$ cat config.mk
export PLATFORM = sky130hd
export DESIGN_NAME = button_event_scheduler
export DESIGN_NICKNAME = d
export VERILOG_FILES = /design/src/rtl/game_pkg.sv /design/src/rtl/rr_pick.sv /design/src/rtl/button_event_scheduler.sv
export SDC_FILE = /design/constraint.sdc
export NUM_CORES = 1
export LEC_CHECK = 0
export BUFFER_PORTS_ARGS = -buffer_cell sky130_fd_sc_hd__buf_2
export CAP_MARGIN = 20
export CORE_UTILIZATION = 50
export DETAILED_ROUTE_END_ITERATION = 6
export PLACE_DENSITY = 0.72
export REMOVE_ABC_BUFFERS = 1
export SLEW_MARGIN = 20
export SYNTH_ARGS = -nofsm -noshare
export SYNTH_HDL_FRONTEND = slang
export SYNTH_SLANG_ARGS = --single-unit
export TNS_END_PERCENT = 5
$ cat constraint.sdc
create_clock -name clk -period 1.88 [get_ports clk]
set_clock_uncertainty 0.15 [all_clocks]
set_input_delay 0 -clock clk [delete_from_list [all_inputs] [get_ports clk]]
set_output_delay 0 -clock clk [all_outputs]
set_load 0.05 [all_outputs]
$ cat src/rtl/game_pkg.sv
// Shared types and helpers for the guessing-game button front end.
package game_pkg;

    typedef enum logic [1:0] {
        DET_RISE = 2'b00,
        DET_FALL = 2'b01,
        DET_BOTH = 2'b10,
        DET_NONE = 2'b11
    } det_type_e;

    // A counter that must hold the value `cycles` needs at least one bit even when cycles is 0.
    function automatic int lock_w(input int cycles);
        int w;
        w = $clog2(cycles + 1);
        return (w < 1) ? 1 : w;
    endfunction

endpackage

$ cat src/rtl/rr_pick.sv
// Round-robin picker: first asserted request at or above ptr, wrapping at N_BTN.
module rr_pick
    import game_pkg::*;
#(
    parameter int N_BTN = 4,
    parameter int ID_W  = $clog2(N_BTN)
) (
    input  logic [N_BTN-1:0] req,
    input  logic [ID_W-1:0]  ptr,
    output logic [ID_W-1:0]  gnt_idx,
    output logic             gnt_any
);

    int              k;
    logic [ID_W-1:0] idx;

    // Walk the distance from ptr downward so the nearest request overwrites farther ones.
    always_comb begin
        gnt_idx = '0;
        gnt_any = 1'b0;
        k       = 0;
        idx     = '0;
        for (int j = N_BTN - 1; j >= 0; j--) begin
            k   = (int'(ptr) + j) % N_BTN;
            idx = ID_W'(k);
            if (req[idx]) begin
                gnt_idx = idx;
                gnt_any = 1'b1;
            end
        end
    end

endmodule

$ cat src/rtl/button_event_scheduler.sv
// Button bank front end: edge detect with per-channel lockout, one pending event per
// channel, and a single round-robin arbitrated valid/ready event output.
module button_event_scheduler
    import game_pkg::*;
#(
    parameter int         N_BTN          = 4,
    parameter logic [1:0] DETECT_TYPE    = 2'b00,
    parameter int         LOCKOUT_CYCLES = 8,
    parameter int         ID_W           = $clog2(N_BTN)
) (
    input  logic             clk,
    input  logic             rst,
    input  logic [N_BTN-1:0] btn_in,
    input  logic             flush,
    input  logic             evt_ready,
    output logic             evt_valid,
    output logic [ID_W-1:0]  evt_id,
    output logic [N_BTN-1:0] pending,
    output logic             overflow
);

    localparam int                LOCK_W    = lock_w(LOCKOUT_CYCLES);
    localparam logic [LOCK_W-1:0] LOCK_LOAD = LOCK_W'(LOCKOUT_CYCLES);

    logic [N_BTN-1:0]  ff0;
    logic [N_BTN-1:0]  ff1;
    logic [LOCK_W-1:0] lock_cnt [N_BTN];
    logic [ID_W-1:0]   rr_ptr;

    logic [N_BTN-1:0]  det;
    logic [N_BTN-1:0]  accept;
    logic [N_BTN-1:0]  granted;
    logic [N_BTN-1:0]  lost;
    logic [N_BTN-1:0]  pending_next;

    logic [ID_W-1:0]   gnt_idx;
    logic              gnt_any;
    logic              slot_free;
    logic              grant;

    function automatic logic edge_sel(input logic cur, input logic prev);
        case (DETECT_TYPE)
            DET_RISE: return cur & ~prev;
            DET_FALL: return ~cur & prev;
            DET_BOTH: return cur ^ prev;
            default:  return 1'b0;
        endcase
    endfunction

    assign slot_free = ~evt_valid | evt_ready;
    assign grant     = slot_free & gnt_any;

    rr_pick #(
        .N_BTN (N_BTN),
        .ID_W  (ID_W)
    ) u_rr_pick (
        .req     (pending),
        .ptr     (rr_ptr),
        .gnt_idx (gnt_idx),
        .gnt_any (gnt_any)
    );

    // A fresh edge on the channel being granted re-arms pending instead of being lost.
    for (genvar i = 0; i < N_BTN; i++) begin : g_chan
        assign det[i]          = edge_sel(ff0[i], ff1[i]);
        assign accept[i]       = det[i] && (lock_cnt[i] == '0);
        assign granted[i]      = grant && (gnt_idx == ID_W'(i));
        assign lost[i]         = accept[i] && pending[i] && !granted[i];
        assign pending_next[i] = accept[i] ? 1'b1 : (granted[i] ? 1'b0 : pending[i]);
    end

    always_ff @(posedge clk) begin
        if (rst) begin
            ff0       <= '0;
            ff1       <= '0;
            rr_ptr    <= '0;
            evt_valid <= 1'b0;
            evt_id    <= '0;
            overflow  <= 1'b0;
            pending   <= '0;
            for (int i = 0; i < N_BTN; i++) begin
                lock_cnt[i] <= '0;
            end
        end else begin
            ff0 <= btn_in;
            ff1 <= ff0;
            // Lockout keeps counting through flush so bounce after a flush is still masked.
            for (int i = 0; i < N_BTN; i++) begin
                if (accept[i]) begin
                    lock_cnt[i] <= LOCK_LOAD;
                end else if (lock_cnt[i] != '0) begin
                    lock_cnt[i] <= lock_cnt[i] - 1'b1;
                end
            end
            if (flush) begin
                pending   <= '0;
                evt_valid <= 1'b0;
                overflow  <= 1'b0;
            end else begin
                pending  <= pending_next;
                overflow <= |lost;
                if (grant) begin
                    evt_valid <= 1'b1;
                    evt_id    <= gnt_idx;
                    rr_ptr    <= (gnt_idx == ID_W'(N_BTN - 1)) ? '0 : gnt_idx + 1'b1;
                end else if (slot_free) begin
                    evt_valid <= 1'b0;
                end
            end
        end
    end

endmodule

### Word-level counts from Yosys, hierarchy flattened

Memory sizes are Yosys's and may differ from the RTL's.
Cells that the tools add are included.
Widths: inputs -> output; s select.

| word-level totals | value |
|---|---|
| bits in registers | 18 |
| RAM bits | 16 |
| input bits | 8 |
| output and inout bits | 8 |
| word-level logic and storage cells | 148 |
| memories kept | 1 |

Memories:

| memory | depth | width | rd ports | clocked after Yosys merged registers in | write ports | line | text |
|---|---|---|---|---|---|---|---|
| lock_cnt | 4 | 4 | 4 | 0 | 4 | button_event_scheduler.sv:27 | `logic [LOCK_W-1:0] lock_cnt [N_BTN];` |

| cells by class | value |
|---|---|
| add/subtract/negate cells | 8 |
| magnitude comparators | 4 |
| equal/unequal tests | 3 |
| multiplexer cells | 65 |
| bitwise operators | 20 |
| reductions and logical operators | 37 |

Operators by type and width:

| kind | number |
|---|---|
| $mux 1 | 48 |
| $mux 4 | 8 |
| $logic_and 1x1->1 | 16 |
| $logic_not 4->1 | 4 |
| $reduce_bool 4->1 | 4 |
| $sub 4x1->4 const B | 4 |
| $lt 2x3->1 const B | 4 |
| $mux 2 | 5 |
| $reduce_bool 2->1 | 5 |
| $or 1x1->1 | 9 |
| $bmux 1 s2 | 4 |
| $not 1->1 | 6 |
| $and 1x1->1 | 5 |
| $add 2x1->2 const B | 2 |
| $add 2x2->2 const B | 2 |
| $eq 2x2->1 const B | 2 |
| $logic_not 1->1 | 4 |
| $reduce_or 4->1 | 1 |
| $eq 2x1->1 const B | 1 |
| $logic_not 2->1 | 1 |
| $reduce_and 2->1 | 1 |
| $reduce_or 2->1 | 1 |

### Depth between registers and ports, before layout

| depth | value |
|---|---|
| word-level depth | 12 |
| gate-level depth with buffers | 9 |
| mapped depth without buffers | 8 |

### Modules after synthesis

A second synthesis with hierarchy kept.

| second synthesis, totals | value |
|---|---|
| cell total of the unflattened synthesis | 178 |
| area, all modules | 1714.1 sq um |

By module, submodules not included:

| module | times used | cells each | area each (sq um) | sequential area each (sq um) |
|---|---|---|---|---|
| button_event_scheduler | 1 | 165 | 1636.6 | 840.8 |
| rr_pick | 1 | 13 | 77.6 | 0.0 |

### Worst setup path before layout

Ideal clock, no wire load.

| timing | value |
|---|---|
| path kind | reg2reg |
| start | reg pending[1] |
| end | reg overflow |
| setup time | 81 ps |
| arrival time | 2073 ps |
| data required time | 1649 ps |
| slack | -424 ps |
| cell stages (with the launch flop) | 8 |
| path buffers | 0 |
| clock period less this slack | 2304 ps |
| cells stage by stage | dfxtp_1 a21boi_1 o32ai_1 or2_1 ha_1 nand2_1 or3b_1 a41oi_1 |

| on the way | value |
|---|---|
| longest elaborated chain between the ends | 11 |
| elaborated cells on any way between the ends | 35 |
| those cells by class | eq/ne: 3; mux: 16; bitwise: 1; reduce/logical: 15 |

RTL lines:

| element | line | text |
|---|---|---|
| from (decl) | button_event_scheduler.sv:18 | `output logic [N_BTN-1:0] pending,` |
| from (signal assigned) | button_event_scheduler.sv:100 | `pending <= pending_next;` |
| $bmux 1 s2 | rr_pick.sv:26 | `if (req[idx]) begin` |
| $mux 1 (not written as such) | rr_pick.sv:26 |  |
| $mux 2 or $mux 1 (tied branches) (4 in series) | rr_pick.sv:26 |  |
| $eq 2x1->1, or another cell as far along | button_event_scheduler.sv:67 | `assign granted[i] = grant && (gnt_idx == ID_W'(i));` |
| $logic_and 1x1->1 | button_event_scheduler.sv:67 |  |
| $logic_not 1->1 | button_event_scheduler.sv:68 | `assign lost[i] = accept[i] && pending[i] && !granted[i];` |
| $logic_and 1x1->1 | button_event_scheduler.sv:68 |  |
| $reduce_or 4->1 * | button_event_scheduler.sv:101 | `overflow <= \|lost;` |
| to (signal assigned) | button_event_scheduler.sv:101 |  |
| to (decl) | button_event_scheduler.sv:19 | `output logic overflow` |

Mark *: on every way between the ends. The rest lies on a longest branch, timed or not. The select of a mux whose other input is x is not followed.
A chain may end at the register's enable or synchronous reset.

### Worst setup path in the final report

| timing | value |
|---|---|
| start | reg rr_ptr[1] |
| end | reg overflow |

| on the way | value |
|---|---|
| longest elaborated chain between the ends | 12 |
| elaborated cells on any way between the ends | 37 |
| those cells by class | add/sub: 3; eq/ne: 3; mux: 16; bitwise: 1; reduce/logical: 14 |

RTL lines:

| element | line | text |
|---|---|---|
| from (decl) | button_event_scheduler.sv:28 | `logic [ID_W-1:0] rr_ptr;` |
| from (signal assigned) | button_event_scheduler.sv:105 | `rr_ptr <= (gnt_idx == ID_W'(N_BTN - 1)) ? '0 : gnt_idx + 1'b1;` |
| $add 2x2->2 | rr_pick.sv:24 | `k = (int'(ptr) + j) % N_BTN;` |
| $bmux 1 s2 | rr_pick.sv:26 |  |
| $mux 1 (not written as such) | rr_pick.sv:26 |  |
| $mux 2 or $mux 1 (tied branches) (4 in series) | rr_pick.sv:26 |  |
| $eq 2x1->1, or another cell as far along | button_event_scheduler.sv:67 |  |
| $logic_and 1x1->1 | button_event_scheduler.sv:67 |  |
| $logic_not 1->1 | button_event_scheduler.sv:68 |  |
| $logic_and 1x1->1 | button_event_scheduler.sv:68 |  |
| $reduce_or 4->1 * | button_event_scheduler.sv:101 |  |

Marked as above.

==> impl_metrics.toml <==
[min_path]
hold_path_class = "reg2reg"
hold_start = "evt_id[1]"
hold-path-endpoint = "evt_id[1]"
holdPathStages = 2

[setup_path]
rr_worst_depth = 8
rr_endpoint = "overflow"
worst_ep_arrival_time_ps = 2140
cp_max_fo = 5
path_cells = "a21o_1 -> a21oi_2 -> o22ai_2 -> buf_4 -> ha_4 -> nand2_2 -> or3b_4 -> a41oi_2"
r2r_start = "rr_ptr[1]"
worstSetupStartpointType = "register"
slowest_delay_ps = 380
slowest_stage = "dfxtp_4"
endpoint_kind = "register"
crit_type = "reg2reg"
crit_required_ps = 1990
ff2ff_setup_slack_ps = -150

[drt]
num_vias = 1338
wl_per_cell_um = 13.3
routed_wl_um = 3500
drtAntennaViolNets = 0
vias_per_cell = 5.09
route.detailed.drc = 0
dr.pass1.iters = 4
dr.first_iter.drc_count = 45

[grt]
grt_use_total_pct = 20.8
antenna_found_initial = 0
overflow = 0
grt_pass1_vias = 1248
grt_max_degree = 25
grt_first_pass_wirelength_um = 5420

[finish]
fillCellCount = 251
areaGrowthSynthToFinish_pct = 29.3
stdcell_count = 263
drive_gt1_share_pct = 28.8
utilization_pct = 70.0
finalNetCount = 238
antenna_cells = 0
multi_input_area_sq_um = 867
seqCellArea_sq_um = 853

[power_and_ir_drop]
irDropWorstVdd_mv = 0.664
power_leakage_nw = 0.902
power_density_mw_per_mm2 = 1070

[floorplan]
start_util_pct = 54.2
die_h_um = 60.2
die-area_sq_mm = 0.00363
core_sq_mm = 0.00313
rows = 20
die_width_um = 60.2
ioPinCount = 16

[timing]
maxSlewViolCount = 0
finalCritPeriodShare_pct = 108
final.setup.worst_slack_ps = -151
fmax_ghz = 0.492
worst_pin_slew_ps = 418
hold_viol = 0
fin_crit_ps = 2030
max-slew-margin-rel_pct = 71.9
setup_violations = 1
rsz0062_at_grt = "yes"

[synthesis]
async_flop_share_pct = 0
synth_area_per_cell_sq_um = 9.68
ys_warn_count = 0
synth_flop_cell = "dfxtp_1"
synth_cell_types = 33
ys_ff_latch = 34
synthCells = 175
yosysSeqAreaShare_pct = 49.6
netlist_area_sq_mm = 0.00169
synth_edf_count = 16

[cts]
cts_max_level = 2
cts.clk_slew.worst_paths_ps = 110
tritoncts = "done"
cts_buffers = 5
cts.sinks = 34
clkLatencyLatePin_ps = 330
cts_root_buf = "clkbuf_4"
clockBufferDepth = 2

[job]
cap_violations = 0

[place]
gp_congestion = 0.788
post-dp-hpwl_um = 2370
io_buffers = 15
dp.cells = 241

[outcome]
violations = "setup timing"
outcome = "complete, but fails checks"
-- logic make-up after synthesis --
logic type / count (synthesis) / synth area share (%)
flip-flops: 34 / 49.6
AO/OA/AOI/OAI: 24 / 8.64
XOR/XNOR: 6 / 3.10
multiplexers: 1 / 0.591
buffers and inverters: 20 / 4.43
adder cells (fa/ha/maj): 12 / 8.86
AND/OR/NAND/NOR: 78 / 24.7
-- synth_stat cells, drive strengths merged, types with 3 or more instances --
| cell type | instances | area share [%] |
|---|---|---|
| nand2 | 20 | 4.4 |
| nand3b | 4 | 1.8 |
| dfxtp | 18 | 21 |
| inv | 13 | 2.9 |
| or2 | 5 | 1.8 |
| nor2b | 13 | 4.8 |
| nor3b | 3 | 1.3 |
| edfxtp | 16 | 28 |
| nand2b | 3 | 1.1 |
| nor2 | 15 | 3.3 |
| a21oi | 13 | 4.1 |
| or3b | 3 | 1.6 |
| or3 | 3 | 1.4 |
| nor3 | 7 | 2.1 |
| ha | 12 | 8.9 |
| o21ai | 3 | 0.89 |
| clkbuf | 7 | 1.6 |
| xnor2 | 6 | 3.1 |
-- layer usage --
metal / vias up / global-route usage, % / share of wire, %
li1: 676 / - / -
met1: 624 / 22.1 / 42
met2: 31 / 38.8 / 53
met3: 7 / 5.19 / 3.0
met4: 0 / 7.64 / 1.5
met5: - / 0 / 0
-- cells in the final DEF (no fill, tap or decap), types with 2 or more instances in the layout --
master and instances:
a21oi_1 11, a21oi_2 2, buf_2 15, buf_4 16
clkbuf_4 5, dfxtp_1 14, dfxtp_4 3, dlygate4sd3_1 11
edfxtp_1 16, ha_1 9, ha_4 3, inv_1 11
inv_2 2, nand2_1 17, nand2_2 3, nand2b_1 3
nand3b_1 4, nor2_1 15, nor2b_1 13, nor3_1 7
nor3b_1 2, o21ai_1 3, or2_0 2, or2_1 2
or3_1 2, or3b_4 3, xnor2_1 6
-- state kept, by name, summed over array words and instances, names as in the netlist --
name	count
evt_id	2
evt_valid	1
ff0	4
ff1	4
lock_cnt	16
overflow	1
pending	4
rr_ptr	2
-- how the worst max path moves through the flow --
stage                     from       end  slack (ps)  depth (start not counted)
floorplan           pending[1]  overflow        -420                          7
global placement    pending[0]  overflow         -70                          8
detailed placement  pending[1]  overflow        -190                          7
CTS                 pending[1]  overflow         -50                          8
global route         rr_ptr[1]  overflow        -240                          8
finish               rr_ptr[1]  overflow        -150                          8
-- metrics by stage --
| stage | area, sq um | hold slack [ps] | TNS (ps) | power [mW] | worst slack (ps) |
|---|---|---|---|---|---|
| after global placement | 1900 | 58.5 | -65.7 | 1.83 | -65.7 |
| after global routing | 2190 | 351 | -363 | 2.49 | -238 |
| after CTS | 2130 | 317 | -48.2 | 2.31 | -48.2 |
| final | 2190 | 311 | -151 | 2.33 | -151 |
| after floorplan | 1670 | -87.6 | -839 | 1.68 | -424 |
| after detailed placement | 1900 | 75.0 | -188 | 1.90 | -188 |
-- what timing repair did --
| action | CTS | global route |
|---|---|---|
| setup endpoints to repair | 1 | 11 |
| pin swaps | 4 | 7 |
| hold buffers | 11 | 0 |
| hold endpoints to repair | 18 | 0 |
| setup buffers | 1 | 2 |
| gates resized for setup | 17 | 12 |
-- report_power, final --
| part | switching, mW | internal [mW] |
|---|---|---|
| logic | 0.441 | 0.382 |
| registers | 0.123 | 1.01 |
| clock network | 0.239 | 0.140 |
-- worst max-delay path, delay by kind of cell (launching register included) --
family	cells	cell delay, ps
buffers and inverters	1	170
AND/OR/NAND/NOR	2	440
AO/OA/AOI/OAI	4	660
adder cells (fa/ha/maj)	1	150
flip-flops	1	380
-- area by class of cell --
type	count	area share (%)
well taps	44	2.51
clock buffers	6	1.88
repair buffers	43	14.4
clock inverters	2	0.400
inverters	13	2.23
flip-flops and latches	34	38.9
multi-input cells	121	39.6
Power figures use the tool's default switching activity.
